--- config.mk ---
export PLATFORM = sky130hd
export DESIGN_NAME = debounce_multi
export DESIGN_NICKNAME = d
export VERILOG_FILES = /design/src/rtl/debounce_multi.sv
export SDC_FILE = /design/constraint.sdc
export NUM_CORES = 1
export LEC_CHECK = 0
export CELL_PAD_IN_SITES_DETAIL_PLACEMENT = 0
export CELL_PAD_IN_SITES_GLOBAL_PLACEMENT = 1
export CORE_MARGIN = 5
export CORE_UTILIZATION = 46
export DETAILED_ROUTE_END_ITERATION = 10
export HOLD_SLACK_MARGIN = 0.03
export PLACE_DENSITY_LB_ADDON = 0.08
export SLEW_MARGIN = 10
export SYNTH_ARGS = -nofsm -noshare
export SYNTH_HDL_FRONTEND = slang
export SYNTH_SLANG_ARGS = --single-unit
--- constraint.sdc ---
create_clock -name CLK -period 4.07 [get_ports CLK]
set_input_delay 0.814 -clock CLK [delete_from_list [all_inputs] [get_ports CLK]]
set_output_delay 0.814 -clock CLK [all_outputs]
set_load 0.05 [all_outputs]
--- src/rtl/debounce_multi.sv ---
// Multi-channel push-button conditioner: sync, tick-sampled debounce, press/release pulses.
// Latency: 2 CLK sync + wait for next tick + (STABLE_CNT-1)*DIV CLK; worst case ~STABLE_CNT*DIV+2.
// No backpressure: outputs are free-running levels and one-cycle pulses.
//
// Ports:
//   CLK     system clock, rising edge
//   RST     synchronous active-high reset
//   SW      raw asynchronous switch inputs, one bit per channel
//   LEVEL   debounced state per channel, 1 = pressed (polarity-normalised)
//   PRESS   one-cycle pulse per accepted press (plus auto-repeats when built in)
//   RELEASE one-cycle pulse per accepted release
//   TICK    one-cycle sample strobe, shared by all channels
//
// Optional build: define AUTO_REPEAT_EN to re-pulse PRESS while a button is held,
// first after REPEAT_DELAY ticks, then every REPEAT_RATE ticks.
module debounce_multi #(
  parameter int N_CH         = 4,
  parameter int DIV          = 1250000,
  parameter int STABLE_CNT   = 3,
  parameter int ACTIVE_LOW   = 1,
  parameter int REPEAT_DELAY = 20,
  parameter int REPEAT_RATE  = 5
) (
  input  logic            CLK,
  input  logic            RST,
  input  logic [N_CH-1:0] SW,
  output logic [N_CH-1:0] LEVEL,
  output logic [N_CH-1:0] PRESS,
  output logic [N_CH-1:0] RELEASE,
  output logic            TICK
);

  localparam int CW  = (DIV > 2) ? $clog2(DIV) : 1;
  localparam int STW = (STABLE_CNT > 1) ? $clog2(STABLE_CNT + 1) : 1;

  localparam logic [CW-1:0]   CNT_LAST  = CW'(DIV - 1);
  localparam logic [CW-1:0]   CNT_PRE   = CW'(DIV - 2);
  localparam logic [STW-1:0]  STAB_LAST = STW'(STABLE_CNT - 1);
  // Raw value of an unpressed switch; also the synchroniser reset value so
  // that leaving reset never looks like a press.
  localparam logic [N_CH-1:0] IDLE      = (ACTIVE_LOW != 0) ? '1 : '0;

  // ---------------------------------------------------------------------------
  // Tick divider. TICK is registered one count early so it is high exactly
  // while the counter sits at DIV-1.
  // ---------------------------------------------------------------------------
  logic [CW-1:0] cnt_q;

  always_ff @(posedge CLK) begin
    if (RST) begin
      cnt_q <= '0;
      TICK  <= 1'b0;
    end else begin
      cnt_q <= (cnt_q == CNT_LAST) ? '0 : cnt_q + CW'(1);
      TICK  <= (cnt_q == CNT_PRE);
    end
  end

  // ---------------------------------------------------------------------------
  // Two-flop synchroniser, clocked every cycle; XOR with IDLE normalises so
  // that s=1 means pressed regardless of board polarity.
  // ---------------------------------------------------------------------------
  logic [N_CH-1:0] sync1_q, sync2_q, s;

  always_ff @(posedge CLK) begin
    if (RST) begin
      sync1_q <= IDLE;
      sync2_q <= IDLE;
    end else begin
      sync1_q <= SW;
      sync2_q <= sync1_q;
    end
  end

  assign s = sync2_q ^ IDLE;

  // ---------------------------------------------------------------------------
  // Per-channel stability counters and pulse generation.
  // ---------------------------------------------------------------------------
  logic [STW-1:0]  stab_q [N_CH];
  logic [STW-1:0]  stab_d [N_CH];
  logic [N_CH-1:0] level_d, press_d, release_d;

`ifdef AUTO_REPEAT_EN
  localparam int RMAX = (REPEAT_DELAY > REPEAT_RATE) ? REPEAT_DELAY : REPEAT_RATE;
  localparam int RW   = (RMAX > 1) ? $clog2(RMAX + 1) : 1;
  localparam logic [RW-1:0] REP_FIRST = RW'(REPEAT_DELAY);
  localparam logic [RW-1:0] REP_NEXT  = RW'(REPEAT_RATE);

  // rep counts ticks since acceptance or since the last repeat; first_q
  // selects whether the initial delay or the repeat rate is the target.
  logic [RW-1:0]   rep_q [N_CH];
  logic [RW-1:0]   rep_d [N_CH];
  logic [RW-1:0]   rep_nxt;
  logic [N_CH-1:0] first_q, first_d;
`endif

  always_comb begin
    level_d   = LEVEL;
    press_d   = '0;
    release_d = '0;
    for (int i = 0; i < N_CH; i++) begin
      stab_d[i] = stab_q[i];
    end
`ifdef AUTO_REPEAT_EN
    rep_nxt = '0;
    first_d = first_q;
    for (int i = 0; i < N_CH; i++) begin
      rep_d[i] = rep_q[i];
    end
`endif

    if (TICK) begin
      for (int i = 0; i < N_CH; i++) begin
        if (s[i] != LEVEL[i]) begin
          if (stab_q[i] == STAB_LAST) begin
            level_d[i]   = ~LEVEL[i];
            stab_d[i]    = '0;
            press_d[i]   = ~LEVEL[i];
            release_d[i] = LEVEL[i];
          end else begin
            stab_d[i] = stab_q[i] + STW'(1);
          end
        end else begin
          // Any sample agreeing with the current level restarts the count.
          stab_d[i] = '0;
        end

`ifdef AUTO_REPEAT_EN
        // A level change this tick (either way) or an idle channel re-arms
        // the repeat timer; an accepted change always beats a repeat pulse.
        if (!LEVEL[i] || (level_d[i] != LEVEL[i])) begin
          rep_d[i]   = '0;
          first_d[i] = 1'b1;
        end else begin
          rep_nxt = rep_q[i] + RW'(1);
          if (rep_nxt == (first_q[i] ? REP_FIRST : REP_NEXT)) begin
            press_d[i] = 1'b1;
            rep_d[i]   = '0;
            first_d[i] = 1'b0;
          end else begin
            rep_d[i] = rep_nxt;
          end
        end
`endif
      end
    end
  end

  always_ff @(posedge CLK) begin
    if (RST) begin
      LEVEL   <= '0;
      PRESS   <= '0;
      RELEASE <= '0;
      for (int i = 0; i < N_CH; i++) begin
        stab_q[i] <= '0;
      end
`ifdef AUTO_REPEAT_EN
      first_q <= '1;
      for (int i = 0; i < N_CH; i++) begin
        rep_q[i] <= '0;
      end
`endif
    end else begin
      LEVEL   <= level_d;
      PRESS   <= press_d;
      RELEASE <= release_d;
      for (int i = 0; i < N_CH; i++) begin
        stab_q[i] <= stab_d[i];
      end
`ifdef AUTO_REPEAT_EN
      first_q <= first_d;
      for (int i = 0; i < N_CH; i++) begin
        rep_q[i] <= rep_d[i];
      end
`endif
    end
  end

endmodule

==> impl_metrics.yaml, run 1 <==
floorplan:
  die-area_mm2: 0.00575
  die_h_um: 75.8
  core_mm2: 0.00426
  start_util_pct: 46.7
  fp-row-count: 24
  die_w_um: 75.8
  pin_count: 19
timing:
  hold_viol: 0
  clock.fmax_mhz: 369
  holdWs_ps: 412
  fin_crit_ps: 2710
  finalSetupViolations: 0
  tightest_slew_ps: 818
  slew_headroom_pct: 45.5
  timing.setup.tns_ps: 0
  rsz0062_at_grt: "false"
  fin_crit_sh_pct: 66.6
  fin_skew_ps: 3.28
  drv_slew: 0
logic_synthesis:
  async_flop_share_pct: 0
  synth_top_area_share_pct: 50.3
  netlist_area_mm2: 0.00199
  syn-mean-instance-area_um2: 9.18
  ys.warnings.count: 0
  synthesis.instances: 217
  yosysMostFrequentCell: "dfxtp_1"
  synth_common_cells: "dfxtp_1 (50), nor2_1 (23), a21oi_1 (19), or2_2 (13), nand3_1 (12)"
  synth-main-ff-cell: "dfxtp_1"
  yosys_register_bits: 50
  synth.distinct_cells: 29
  synth_edf_count: 0
  syn-num-nets: 225
  synth_top_area_cell: "dfxtp_1"
  synth_seq_area_share_pct: 50.3
  synth_area_leaders: "dfxtp_1 (50%), a21oi_1 (4.8%), nor2_1 (4.3%)"
critical_path:
  crit_arrival_ps: 1900
  cp_slowest_cell: "clkdlybuf4s50_1"
  path_class: "flip-flop to output port"
  crit_family: "buffers and inverters"
  r2r_start: "cnt_q[6]"
  r2r-end: "cnt_q[10]"
  cp-endpoint: "TICK"
  path_max_fanout: 21
  cp-end-kind: "output port"
  path_depth: 1
  worstPathCellList: "clkdlybuf4s50_1"
  critPathBufInv: 1
  cp_data_required_time_ps: 3260
  startpoint_type: "flip-flop"
  slowest_delay_ps: 920
  startpoint: "TICK"
  ff2ff_path_depth: 4
  r2r_slack_ps: 2000
routing:
  drt-vias-per-instance: 5.20
  dr_total_vias: 1488
  drtIter0Drc: 83
  totalWireLength_mm: 3.55
  dr.pass1.iters: 4
  wl_per_cell_um: 12.4
  drc: 0
  ant_nets: 0
global_route:
  overflow: 0
  use_met3_pct: 3.96
  grtUsageMet1_pct: 15.4
  antenna_found_initial: 0
  grt.busiest_layer: "met2"
  grt_pass1_wl_mm: 6.02
  grt_usage_pct: 13.9
  grt_pass1_vias: 1397
  met2_usage_pct: 23.4
  grt_max_degree: 31
power:
  power_density_mw_per_mm2: 375
  leakage_uw: 0.000748
  total_power_uw: 861
  vdd_drop_max_uv: 210
clock_network:
  cts_max_level: 2
  hold_buffers: 0
  clkTransAtPathRegs_ps: 80
  clock-sinks: 50
  numCtsBuffers: 5
  cts-resized-gates: 0
  post_cts_buffers: 0
  clkLatencyLatePin_ps: 300
  cts_tree: "built"
  clk_path_buf_depth: 2
  clock_tree.root_cell: "clkbuf_8"
finish:
  num_antenna_cells: 0
  syn2layout_area_growth_pct: 15.2
  nets: 241
  drive_gt1_share_pct: 10.3
  fillers: 385
placement:
  hpwlAfterDp_mm: 2.42
  numPortBuffers: 18
  place_congestion: 0.854
run:
  maxCapViolCount: 0
outcome:
  outcome: "completed"
min_path:
  hold_path.class: "flip-flop to flip-flop"
cell families after synthesis:
kind of cell	Yosys count	synth area share, %
simple gates	111	30.8
buf+inv	13	3.39
flops	50	50.3
mux	1	0.565
fa+ha+maj	2	1.26
xor+xnor	15	6.60
compound gates	25	7.10
power breakdown:
group	total, µW	switching (µW)	internal [µW]
clock	337	153	184
combinational	23.9	12.4	11.5
sequential	500	4.61	495
worst register-to-register path, delay by kind of cell (launching register included):
family,cells,cell delay [ps]
AOI/OAI and AO/OA,1,750
DFF,1,420
and+or+nand+nor,3,760
area by class of cell:
type                       count  area [µm²]  area share, %
inverter                       3        11.3          0.491
clock buffer                   7        76.3           3.33
clock inverter                 1        30.0           1.31
tap                           52        65.1           2.84
sequential                    50        1000           43.6
timing repair buffer          19         188           8.18
multi-input combinational    154         923           40.2
how the worst min path moves through the flow:
stage / start / to / slack [ps] / cells past startpoint
6_report: sync1_q[1] / sync2_q[1] / 410 / 1
3_5_place_dp: sync1_q[1] / sync2_q[1] / 390 / 1
5_1_grt: sync1_q[1] / sync2_q[1] / 430 / 1
3_3_place_gp: sync1_q[1] / sync2_q[1] / 390 / 1
2_1_floorplan: sync1_q[0] / sync2_q[0] / 390 / 1
4_1_cts: sync1_q[1] / sync2_q[1] / 410 / 1
routing by layer:
layer / share of wire [%] / vias to the layer above
li1: - / 779
met1: 45 / 672
met2: 48 / 25
met3: 4.1 / 12
met4: 3.1 / 0
met5: 0 / -
metrics by stage:
stage	setup slack [ps]	util, %	area (µm²)	cells
3_5_place_dp	1680	51.3	2190	278
2_1_floorplan	2510	-	1990	217
4_1_cts	1330	53.8	2290	286
5_1_grt	1260	53.8	2290	286
3_3_place_gp	1720	51.3	2190	278
6_report	1360	53.8	2290	286
registers in the layout (all words and copies together), names as in the netlist:
register and flops:
TICK 1, sync1_q 4, LEVEL 4, RELEASE 4, cnt_q 21, stab_q 8, PRESS 4, sync2_q 4
placed cells by master, fill, tap and decap left out, types with 4 or more instances in the layout:
master	instances
dfxtp_1	50
nor2_1	23
a21oi_1	19
clkdlybuf4s50_1	18
or2_2	13
nand3_1	12
nand2_1	11
nand4_1	10
nor3_1	9
nand3b_1	9
xor2_1	8
xnor2_1	7
nand2b_1	7
o21ai_0	5
clkbuf_8	5
nor4_1	4
and3_1	4
Note: power is estimated with default switching activity, not from simulation.
==> inputs of run 2 (changes only) <==
--- a/config.mk
+++ b/config.mk
@@ -8,7 +8,7 @@
 export CELL_PAD_IN_SITES_DETAIL_PLACEMENT = 0
 export CELL_PAD_IN_SITES_GLOBAL_PLACEMENT = 1
 export CORE_MARGIN = 5
-export CORE_UTILIZATION = 46
+export CORE_UTILIZATION = 38
 export DETAILED_ROUTE_END_ITERATION = 10
 export HOLD_SLACK_MARGIN = 0.03
 export PLACE_DENSITY_LB_ADDON = 0.08
==> constraint.sdc (replaced) <==
create_clock -name CLK -period 2.3 [get_ports CLK]
set_input_delay 0.46 -clock CLK [delete_from_list [all_inputs] [get_ports CLK]]
set_output_delay 0.46 -clock CLK [all_outputs]
set_load 0.05 [all_outputs]
==> run 2 against run 1 <==
Compared with the run above:
- cell area up 3.1%
- setup slack worse by 1100 ps
- power up 94%
- combinational power up 89%
- utilization down 7.5 points
- wire length up 7.0%
- critical path type unchanged
- largest cell class unchanged
- highest routed layer unchanged
==> impl_metrics.yaml, run 2 (same netlist as run 1, synthesis figures left out) <==
clock_network:
  clk_path_buf_depth: 2
  post_cts_buffers: 0
  cts_max_level: 2
  clkLatencyLatePin_ps: 300
  clkTransAtPathRegs_ps: 90
  clock-sinks: 50
  clock_tree.root_cell: "clkbuf_8"
  hold_buffers: 0
  cts_tree: "built"
  numCtsBuffers: 5
  cts-resized-gates: 0
global_route:
  grt_usage_pct: 13.2
  grt_pass1_vias: 1478
  grt_max_degree: 30
  antenna_found_initial: 0
  overflow: 0
  grt_pass1_wl_mm: 6.76
timing:
  slew_headroom_pct: 60.3
  hold_viol: 0
  clock.fmax_mhz: 500
  fin_crit_ps: 2000
  holdWs_ps: 415
  fin_crit_sh_pct: 86.9
  tightest_slew_ps: 595
  fin_skew_ps: 6.75
  timing.setup.tns_ps: 0
  drv_slew: 0
  rsz0062_at_grt: "false"
  finalSetupViolations: 0
finish:
  drive_gt1_share_pct: 12.3
  final_common_cell: "dfxtp_1"
  fin_cells: 306
  largest_register_ffs: 21
  fillers: 523
  reg.largest.list: "cnt_q x21, stab_q x8"
  layout_common_cells: "dfxtp_1 (50), nor2_1 (23), a21oi_1 (19)"
  num_antenna_cells: 0
  nets: 243
  finish.utilization_pct: 46.3
  regMostFlops: "cnt_q"
  syn2layout_area_growth_pct: 18.8
critical_path:
  startpoint: "LEVEL[2]"
  crit_arrival_ps: 1540
  path_max_fanout: 5
  critPathBufInv: 1
  worstPathCellList: "clkdlybuf4s50_1"
  cp_data_required_time_ps: 1840
  cp_slowest_cell: "clkdlybuf4s50_1"
  slowest_delay_ps: 830
  path_class: "flip-flop to output port"
  cp-end-kind: "output port"
  startpoint_type: "flip-flop"
  crit_family: "buffers and inverters"
  r2r_start: "cnt_q[6]"
placement:
  place_congestion: 0.760
  hpwlAfterDp_mm: 2.78
  placed_cells: 298
  numPortBuffers: 18
outcome:
  outcome: "completed"
routing:
  dr_total_vias: 1549
  dr.pass1.iters: 4
  top_layer_used: "met4"
  wl_met3_um: 176
  ant_nets: 0
  met2_length_mm: 1.77
  wl_per_cell_um: 12.4
  drtIter0Drc: 57
  drc: 0
  totalWireLength_mm: 3.79
  drt-vias-per-instance: 5.06
  drt-met1-wl_mm: 1.80
floorplan:
  die_w_um: 82.4
  fp-row-count: 26
  die-area_mm2: 0.00679
  pin_count: 19
  start_util_pct: 39.0
  die_h_um: 82.4
  core_mm2: 0.00511
min_path:
  hp-start: "sync1_q[0]"
  hold_path.class: "flip-flop to flip-flop"
run:
  maxCapViolCount: 0
power:
  power_density_mw_per_mm2: 705
  leakage_uw: 0.000778
  vdd_drop_max_uv: 349
[run 2: changes by cell type in the layout (fill, tap and decap cells not counted), sizes merged]
cell and change:
buf +3, bufinv +1, clkbuf -1, clkdlybuf4s50 -1
[run 2: cell type report]
type | count | area, µm² | area share (%)
Inverter | 3 | 11.3 | 0.476
Multi-Input combinational cell | 154 | 923 | 39.0
Clock inverter | 2 | 60.1 | 2.54
Timing Repair Buffer | 21 | 200 | 8.46
Tap cell | 70 | 87.6 | 3.70
Clock buffer | 6 | 82.6 | 3.49
Sequential cell | 50 | 1000 | 42.3
[run 2: path summary, 6_finish.rpt]
kind / slack, ps / endpoint / cells past startpoint
worst max-delay path: 300 / LEVEL[2] / 1
worst min register to register: 410 / sync2_q[0] / 1
worst min-delay path: 410 / sync2_q[0] / 1
worst max register to register: 560 / cnt_q[4] / 5
[run 2: per-layer routing]
| metal | vias to the layer above | track usage (%) |
|---|---|---|
| met5 | - | 0 |
| met4 | 0 | 4.98 |
| met3 | 4 | 4.01 |
| met2 | 26 | 21.4 |
| met1 | 730 | 16.3 |
| li1 | 789 | - |
[run 2: worst reg2reg max path, cell delays in order (launching register included)]
cell and delay (ps):
dfxtp_1 420, nand4_1 130, or4_4 520, o31ai_4 270, buf_4 230, nor2_1 70
[run 2: where the power goes]
part	internal (µW)	total (µW)	switching (µW)
Combinational	22.4	45.1	22.8
Clock	464	740	277
Sequential	876	884	8.10
[run 2: through the flow]
| stage | cell area [µm²] | setup slack, ps | power, µW |
|---|---|---|---|
| floorplan | 1990 | 743 | 934 |
| global placement | 2220 | 596 | 948 |
| detailed placement | 2220 | 577 | 950 |
| CTS | 2370 | 278 | 1700 |
| global route | 2370 | 248 | 1740 |
| finish | 2370 | 300 | 1670 |
==> inputs of run 3 (changes only) <==
--- a/config.mk
+++ b/config.mk
@@ -9,10 +9,11 @@
 export CELL_PAD_IN_SITES_GLOBAL_PLACEMENT = 1
 export CORE_MARGIN = 5
 export CORE_UTILIZATION = 38
+export CTS_CLUSTER_SIZE = 10
 export DETAILED_ROUTE_END_ITERATION = 10
 export HOLD_SLACK_MARGIN = 0.03
-export PLACE_DENSITY_LB_ADDON = 0.08
-export SLEW_MARGIN = 10
+export PLACE_DENSITY_LB_ADDON = 0.1
+export SLEW_MARGIN = 20
 export SYNTH_ARGS = -nofsm -noshare
 export SYNTH_HDL_FRONTEND = slang
 export SYNTH_SLANG_ARGS = --single-unit
==> run 3 against run 2 <==
Compared with the run above:
- sequential share of layout area rose by 0.64 points
- cell area is 1.5% lower
- via count down 3.9%
- register-to-register slack hardly changed
- die area unchanged
- largest power group unchanged
- critical endpoint unchanged
- critical path type unchanged
==> impl_metrics.yaml, run 3 (same netlist as run 1, synthesis figures left out) <==
finish:
  nets: 243
  final_common_cell: "dfxtp_1"
  reg.largest.list: "cnt_q x21, stab_q x8"
  seq_area_mm2: 0.00100
  num_antenna_cells: 0
  fin_area_mm2: 0.00233
  layout_common_cells: "dfxtp_1 (50), nor2_1 (23), a21oi_1 (19)"
  largest_register_ffs: 21
  finish.utilization_pct: 45.6
  regMostFlops: "cnt_q"
  fillers: 533
  syn2layout_area_growth_pct: 17.0
  drive_gt1_share_pct: 11.9
  fin_cells: 305
  multi_input_area_um2: 923
clock_network:
  cts_max_level: 2
  clkTransAtPathRegs_ps: 90
  hold_buffers: 0
  clkLatencyLatePin_ps: 300
  post_cts_buffers: 0
  clock_tree.root_cell: "clkbuf_8"
  clock-sinks: 50
  cts-resized-gates: 0
  clk_path_buf_depth: 2
  numCtsBuffers: 5
  cts_tree: "built"
critical_path:
  slowest_delay_ps: 830
  critPathBufInv: 1
  startpoint: "LEVEL[2]"
  path_class: "flip-flop to output port"
  r2r_start: "cnt_q[6]"
  worstPathCellList: "clkdlybuf4s50_1"
  startpoint_type: "flip-flop"
  cp_data_required_time_ps: 1840
  cp_slowest_cell: "clkdlybuf4s50_1"
  cp-end-kind: "output port"
  path_max_fanout: 5
  crit_family: "buffers and inverters"
  crit_arrival_ps: 1540
global_route:
  overflow: 0
  grt_max_degree: 30
  grt_usage_pct: 12.0
  grt_pass1_wl_mm: 6.18
  antenna_found_initial: 0
  grt_pass1_vias: 1344
floorplan:
  fp-row-count: 26
  pin_count: 19
  die_h_um: 82.4
  start_util_pct: 39.0
  core_mm2: 0.00511
  die_w_um: 82.4
  die-area_mm2: 0.00679
placement:
  placed_cells: 298
  numPortBuffers: 18
  dpl-instance-area_mm2: 0.00222
  hpwlAfterDp_mm: 2.66
  place_congestion: 0.773
routing:
  totalWireLength_mm: 3.65
  drc: 0
  dr_total_vias: 1489
  drtIter0Drc: 48
  drt-vias-per-instance: 4.88
  dr.pass1.iters: 4
  wl_per_cell_um: 12.0
  ant_nets: 0
timing:
  finalSetupViolations: 0
  fin_skew_ps: 6.49
  holdWs_ps: 419
  fin_crit_sh_pct: 87.1
  fin_crit_ps: 2000
  rsz0062_at_grt: "false"
  clock.fmax_mhz: 499
  tightest_slew_ps: 605
  hold_viol: 0
  timing.setup.tns_ps: 0
  slew_headroom_pct: 59.6
  drv_slew: 0
min_path:
  hold_path.class: "flip-flop to flip-flop"
  hp-start: "sync1_q[0]"
power:
  vdd_drop_max_uv: 279
  power_density_mw_per_mm2: 657
  leakage_uw: 0.000761
outcome:
  outcome: "completed"
run:
  maxCapViolCount: 0
-- run 3: cell type report --
type,instances,share of cell area [%]
multi-input combinational,154,39.6
clock buffer,5,2.95
timing repair buffer,21,8.59
clock inverter,2,1.66
inverter,3,0.483
sequential,50,42.9
tap,70,3.76
-- run 3: metrics by stage --
| stage | worst slack (ps) | total power [µW] |
|---|---|---|
| floorplan | 743 | 934 |
| global placement | 617 | 948 |
| detailed placement | 577 | 951 |
| CTS | 281 | 1550 |
| global route | 227 | 1600 |
| finish | 297 | 1530 |
-- run 3: layer usage --
metal,GRT usage [%],wire (µm),up-vias,share of wire [%]
met5,0,0,-,0
met4,4.49,54,0,1.5
met3,3.69,126,6,3.5
met2,17.5,1580,16,43
met1,16.5,1880,683,52
li1,-,-,784,-
-- run 3: report_power, final --
| group | total (µW) | internal [µW] | leakage (µW) | switching, µW |
|---|---|---|---|---|
| Combinational | 45.8 | 22.7 | 0.000302 | 23.2 |
| Clock | 602 | 320 | 0.0000542 | 282 |
| Sequential | 884 | 876 | 0.000405 | 8.09 |
-- run 3: final timing paths --
path / endpoint / slack (ps) / cells past startpoint
hold / removal: sync2_q[0] / 420 / 1
setup / recovery: LEVEL[2] / 300 / 1
setup reg to reg: cnt_q[7] / 570 / 5
hold reg to reg: sync2_q[0] / 420 / 1
